==> config.mk <==
export PLATFORM = sky130hd
export DESIGN_NAME = uart_rx_fsm
export DESIGN_NICKNAME = d
export VERILOG_FILES = /design/src/rtl/uart_rx_pkg.sv /design/src/rtl/edge_bit_counter.sv /design/src/rtl/uart_rx_fsm.sv
export SDC_FILE = /design/constraint.sdc
export NUM_CORES = 1
export LEC_CHECK = 0
export CAP_MARGIN = 20
export CORE_UTILIZATION = 35
export DETAILED_ROUTE_END_ITERATION = 12
export SLEW_MARGIN = 10
export SYNTH_ARGS = -nofsm -noshare
export SYNTH_HDL_FRONTEND = slang
export SYNTH_SLANG_ARGS = --single-unit
==> constraint.sdc <==
create_clock -name i_clk -period 2.7 [get_ports i_clk]
set_input_delay 0.675 -clock i_clk [delete_from_list [all_inputs] [get_ports i_clk]]
set_output_delay 0.675 -clock i_clk [all_outputs]
set_load 0.005 [all_outputs]
==> src/rtl/uart_rx_pkg.sv <==
// Shared definitions for the UART receiver: FSM state codes, legal
// oversampling ratios and the strobe offset past mid-bit.
package uart_rx_pkg;

    typedef enum logic [2:0] {
        IDLE   = 3'd0,
        START  = 3'd1,
        DATA   = 3'd2,
        PARITY = 3'd3,
        STOP   = 3'd4
    } rx_state_e;

    localparam int unsigned PRESCALE_8  = 8;
    localparam int unsigned PRESCALE_16 = 16;
    localparam int unsigned PRESCALE_32 = 32;

    // The majority sampler finishes at P/2+1, so its result is stable here.
    localparam int unsigned STROBE_OFS = 2;

    function automatic int unsigned legal_prescale(input int unsigned p);
        return (p == PRESCALE_8 || p == PRESCALE_16 || p == PRESCALE_32) ? p : PRESCALE_8;
    endfunction

endpackage

==> src/rtl/edge_bit_counter.sv <==
// Oversample edge counter (wraps at i_edge_max) and data-bit counter.
// Both registered; edge counter held at 0 while disabled.
module edge_bit_counter #(
    parameter int PRESCALE_W = 6,
    parameter int BIT_CNT_W  = 4
) (
    input  logic                  i_clk,
    input  logic                  i_rst,
    input  logic                  i_edge_en,
    input  logic [PRESCALE_W-1:0] i_edge_max,
    input  logic                  i_bit_inc,
    input  logic                  i_bit_clr,
    output logic [PRESCALE_W-1:0] o_edge_cnt,
    output logic                  o_edge_last,
    output logic [BIT_CNT_W-1:0]  o_bit_cnt
);

    logic [PRESCALE_W-1:0] r_edge_cnt;
    logic [BIT_CNT_W-1:0]  r_bit_cnt;
    logic                  w_edge_last;

    assign w_edge_last = i_edge_en && (r_edge_cnt == i_edge_max);

    always_ff @(posedge i_clk) begin
        if (!i_rst) begin
            r_edge_cnt <= '0;
            r_bit_cnt  <= '0;
        end else begin
            if (!i_edge_en || w_edge_last) begin
                r_edge_cnt <= '0;
            end else begin
                r_edge_cnt <= r_edge_cnt + PRESCALE_W'(1);
            end

            if (i_bit_clr) begin
                r_bit_cnt <= '0;
            end else if (i_bit_inc) begin
                r_bit_cnt <= r_bit_cnt + BIT_CNT_W'(1);
            end
        end
    end

    assign o_edge_cnt  = r_edge_cnt;
    assign o_edge_last = w_edge_last;
    assign o_bit_cnt   = r_bit_cnt;

endmodule

==> src/rtl/uart_rx_fsm.sv <==
// UART receive controller: start detect, bit sequencing, checker windows and
// a single-cycle data_valid at the end of an error-free stop bit.
module uart_rx_fsm
    import uart_rx_pkg::*;
#(
    parameter int DATA_WIDTH = 8,
    parameter int PRESCALE_W = 6,
    parameter int BIT_CNT_W  = 4
) (
    input  logic                  i_clk,
    input  logic                  i_rst,
    input  logic [PRESCALE_W-1:0] i_prescale,
    input  logic                  i_rx_in,
    input  logic                  i_par_en,
    input  logic                  i_strt_glitch,
    input  logic                  i_par_err,
    input  logic                  i_stop_err,
    output logic [PRESCALE_W-1:0] o_edge_cnt,
    output logic [BIT_CNT_W-1:0]  o_bit_cnt,
    output logic                  o_data_samp_en,
    output logic                  o_deser_en,
    output logic                  o_strt_chk_en,
    output logic                  o_par_chk_en,
    output logic                  o_stop_chk_en,
    output logic                  o_data_valid,
    output logic                  o_busy
);

    localparam logic [2:0] ST_IDLE   = IDLE;
    localparam logic [2:0] ST_START  = START;
    localparam logic [2:0] ST_DATA   = DATA;
    localparam logic [2:0] ST_PARITY = PARITY;
    localparam logic [2:0] ST_STOP   = STOP;

    logic [2:0]            r_state;
    logic [PRESCALE_W-1:0] r_prescale;
    logic                  r_par_flag;
    logic                  r_busy;

    logic [PRESCALE_W-1:0] w_edge_cnt;
    logic [PRESCALE_W-1:0] w_edge_max;
    logic [PRESCALE_W-1:0] w_strobe;
    logic [BIT_CNT_W-1:0]  w_bit_cnt;
    logic                  w_last;
    logic                  w_past_strobe;
    logic                  w_bit_final;
    logic                  w_in_data;

    assign w_edge_max    = r_prescale - PRESCALE_W'(1);
    assign w_strobe      = (r_prescale >> 1) + PRESCALE_W'(STROBE_OFS);
    assign w_past_strobe = (w_edge_cnt >= w_strobe);
    assign w_bit_final   = (w_bit_cnt == BIT_CNT_W'(DATA_WIDTH - 1));
    assign w_in_data     = (r_state == ST_DATA);

    edge_bit_counter #(
        .PRESCALE_W (PRESCALE_W),
        .BIT_CNT_W  (BIT_CNT_W)
    ) u_cnt (
        .i_clk       (i_clk),
        .i_rst       (i_rst),
        .i_edge_en   (r_state != ST_IDLE),
        .i_edge_max  (w_edge_max),
        .i_bit_inc   (w_in_data && w_last && !w_bit_final),
        .i_bit_clr   (!w_in_data || (w_last && w_bit_final)),
        .o_edge_cnt  (w_edge_cnt),
        .o_edge_last (w_last),
        .o_bit_cnt   (w_bit_cnt)
    );

    always_ff @(posedge i_clk) begin
        if (!i_rst) begin
            r_state    <= ST_IDLE;
            r_prescale <= PRESCALE_W'(PRESCALE_8);
            r_par_flag <= 1'b0;
            r_busy     <= 1'b0;
        end else begin
            case (r_state)
                ST_IDLE: begin
                    if (!i_rx_in) begin
                        r_state    <= ST_START;
                        r_busy     <= 1'b1;
                        r_prescale <= PRESCALE_W'(legal_prescale(32'(i_prescale)));
                    end
                end
                ST_START: begin
                    if (w_last) begin
                        if (i_strt_glitch) begin
                            r_state <= ST_IDLE;
                            r_busy  <= 1'b0;
                        end else begin
                            r_state <= ST_DATA;
                        end
                    end
                end
                ST_DATA: begin
                    if (w_last && w_bit_final) begin
                        r_state <= i_par_en ? ST_PARITY : ST_STOP;
                    end
                end
                ST_PARITY: begin
                    // The parity checker clears once its window closes, so keep the verdict here.
                    if (w_last) begin
                        r_par_flag <= i_par_err;
                        r_state    <= ST_STOP;
                    end
                end
                ST_STOP: begin
                    if (w_last) begin
                        r_state    <= ST_IDLE;
                        r_busy     <= 1'b0;
                        r_par_flag <= 1'b0;
                    end
                end
                default: begin
                    r_state <= ST_IDLE;
                    r_busy  <= 1'b0;
                end
            endcase
        end
    end

    assign o_edge_cnt     = w_edge_cnt;
    assign o_bit_cnt      = w_bit_cnt;
    assign o_busy         = r_busy;
    assign o_data_samp_en = r_busy;
    assign o_deser_en     = w_in_data && (w_edge_cnt == w_strobe);
    assign o_strt_chk_en  = (r_state == ST_START)  && w_past_strobe;
    assign o_par_chk_en   = (r_state == ST_PARITY) && w_past_strobe;
    assign o_stop_chk_en  = (r_state == ST_STOP)   && w_past_strobe;
    assign o_data_valid   = (r_state == ST_STOP) && w_last && !i_stop_err && !r_par_flag;

endmodule

==> metrics.md <==
| Metric | Value |
|---|---|
| Unique masters post-synth | 45 |
| R2R Setup Slk | 0.62 ns |
| Worst-Skew Late Latency | ~0.27 ns |
| Post-route cell area | between 2000 and 2500 µm² |
| DRC | 0 |
| Hold Buf Count CTS | 0 |
| Top cells by area, synth | dfxtp_1 29%, ha_1 10%, xnor2_1 5.4%, nor2_1 4.1%, nand2_1 3.9% |
| Final hold viol count | 0 |
| IO buf count | 29 |
| Fmax | between 300 and 400 MHz |
| Largest net degree at the start of global routing | 15 |
| Main flop type after synthesis | dfxtp_1 |
| FFs w/ async S/R, synth | 0% |
| Reg2Reg Depth | 7 |
| Clock transition at path regs | ~0.08 ns |
| CP endpoint kind | output port |
| Critical path startpoint | r_prescale[3] |
| Area of the core | 3970 µm² |
| FP Rows | 23 |
| Synth Cell Area | between 1000 and 1500 µm² |
| Placed Area | just under 2000 µm² |
| Critical path required time | between 2 and 2.5 ns |
| Pre-CTS setup slack | -0.239 ns |
| CTS buffer count | 3 |
| Post-synth top area share | between 20% and 30% |
| Global-route wire length before repair | roughly 6.3 mm |
| Final period utilization | 100% |
| Final setup viols | 1 |
| Nets | ~250 |
| Reg-to-reg startpoint | r_prescale[3] |
| Worst path arrival time | just over 2 ns |
| GRT Util Overall | approximately a fifth |
| Top-count cell post-synth | dfxtp_1 |
| Fin cells | 278 |
| Leakage Power | 0.853 nW |
| Overall power | 0.625 mW |
| Die area | around 4400 µm² |
| TritonRoute pass-1 iters | 4 |
| Final Critical Period | between 2 and 3 ns |
| Number of global-route vias before repair | between 1k and 1.5k |
| Final Util | a little over half |
| Worst-path maximum fanout | 5 |
| HPWL after detailed placement | between 2 and 3 mm |
| Initial Utilization | between 30 and 40% |
| Setup TNS | -0.000182 ns |
| Failing checks | negative setup slack |
| Avg Cell Area, Syn | about 8.4 µm² |
| Critical Path End | o_data_valid |
| Placed Instances | 270 |
| Crit Reg-Reg Endpoint | u_cnt.o_edge_cnt[5] |
| DR iter-0 viols | 32 |
| Area delta synth->final | 48.3% |
| Skew final | around 0.0011 ns |
| Status | finished, violations left |
| Final Max Tran Viols | 0 |
| Leading area contributor after synthesis | dfxtp_1 |
| CTS Sinks | 21 |
| # H-tree levels | 1 |
| Startpoint types | flop |
| DR vias | between 1k and 1.5k |
| Die W | 66.3 µm |
| ANT cells | 0 |
| Final Wtd Congestion | ~0.82 |
| Peak VDD IR | 0.000186 V |
| Synthesized flop and latch total | 21 |
| DR WL/cell | ~14 µm |
| Clk buf depth | 2 |
| Layout cells sized above 1 | 29.8% |
| Initial antenna violation count | 0 |
| Hold Crit Class | flop to flop |
| Slew HR | between 60% and 70% |
| Synth top cells by count | 21 x dfxtp_1, 16 x nor2_1, 15 x nand2_1 |
| Unrepaired setup endpoints after global routing | yes |
| Top-Level Pins | 30 |
| CTS tree | yes |
| Final hold slack | roughly 0.50 ns |
| WL final | ~4 mm |
| Die Ht | 66.3 µm |
| Worst Slack Setup Final | -0.000182 ns |
| Max cap viols | 0 |
| PD cells | roughly 290 nW/µm² |
| Seq/Total Area, Yosys | a little under 30% |
| Syn_nets | between 150 and 200 |
| Post-route ant nets | 0 |
| DR vias/cell | a little over 5 |
| Cell count after synthesis | 173 |
| EDFF count, synth | 0 |
| Clock root cell | clkbuf_8 |
| Worst Max-Slew Pin Slew | 0.524 ns |
| Synth warnings | 0 |
| GR Overflow Total | 0 |
| Setup CP Type | flop to output port |
-- worst max-delay path, cell delays in order, from the launching register on --
cell	delay [ns]
dfxtp_4	0.38
buf_4	0.14
xor2_1	0.16
xnor2_1	0.21
nand2_1	0.11
or3_4	0.40
nor4b_4	0.21
buf_2	0.15
-- power breakdown --
| part | total [mW] | leakage, nW | switching [mW] | internal, mW |
|---|---|---|---|---|
| Clock | 0.219 | 0.0228 | 0.113 | 0.106 |
| Combinational | 0.0889 | 0.659 | 0.0416 | 0.0473 |
| Sequential | 0.317 | 0.172 | 0.00450 | 0.313 |
| Total | 0.625 | 0.853 | 0.159 | 0.466 |
-- metal layers --
| layer | global-route usage, % | wire length, µm |
|---|---|---|
| met5 | 0 | 0 |
| met4 | 10.4 | 112 |
| met3 | 2.41 | 176 |
| met2 | 31.8 | 1910 |
| met1 | 23.4 | 1700 |
-- layout make-up --
cell class	count	area [µm²]
Timing Repair Buffer	57	483
Multi-Input combinational cell	134	1080
Tap cell	50	62.6
Inverter	12	45.0
Fill cell	357	1820
Sequential cell	21	432
Clock buffer	4	45.0
-- flip-flops by register name, summed over array words and instances (netlist names) --
name	flops
r_state	3
u_cnt.o_bit_cnt	4
u_cnt.o_edge_cnt	6
r_prescale	6
r_par_flag	1
o_busy	1
-- cells by family (layout without fill, tap and decap cells) --
group / Yosys count / in the layout / synth area share (%)
AND/OR/NAND/NOR: 79 / 79 / 30.0
buffers and inverters: 18 / 73 / 5.53
flip-flops: 21 / 21 / 29.0
AO/OA/AOI/OAI: 25 / 25 / 13.5
XOR/XNOR: 16 / 16 / 10.2
multiplexers: 2 / 2 / 1.38
adder cells (fa/ha/maj): 12 / 12 / 10.4
-- layout by cell type (no fill, tap or decap), drive strengths merged, types with 4 or more instances in the layout --
cell,netlist,final
ha,12,12
a21oi,6,6
and3,4,4
dfxtp,21,21
buf,2,33
clkbuf,4,4
nor4,5,5
nor2,16,16
nand2b,6,6
clkdlybuf4s50,0,24
xnor2,10,10
nand2,16,16
nand3,9,9
xor2,6,6
inv,12,12
-- what timing repair did --
action	4_1_cts	5_1_grt
setup buffers	4	1
gates resized for setup	39	13
endpoints found under the setup margin	5	5
pin swaps	14	16
-- how the worst min path moves through the flow --
stage / depth (start not counted) / start / endpoint / slack [ns]
2_1_floorplan: 2 / u_cnt.o_bit_cnt[3] / u_cnt.o_bit_cnt[3] / 0.47
3_3_place_gp: 2 / u_cnt.o_bit_cnt[3] / u_cnt.o_bit_cnt[3] / 0.47
5_1_grt: 2 / u_cnt.o_bit_cnt[2] / u_cnt.o_bit_cnt[2] / 0.54
4_1_cts: 2 / u_cnt.o_bit_cnt[3] / u_cnt.o_bit_cnt[3] / 0.50
6_report: 2 / u_cnt.o_bit_cnt[3] / u_cnt.o_bit_cnt[3] / 0.50
3_5_place_dp: 2 / u_cnt.o_bit_cnt[3] / u_cnt.o_bit_cnt[3] / 0.49
No activity file was read; power rests on OpenSTA's default activity.
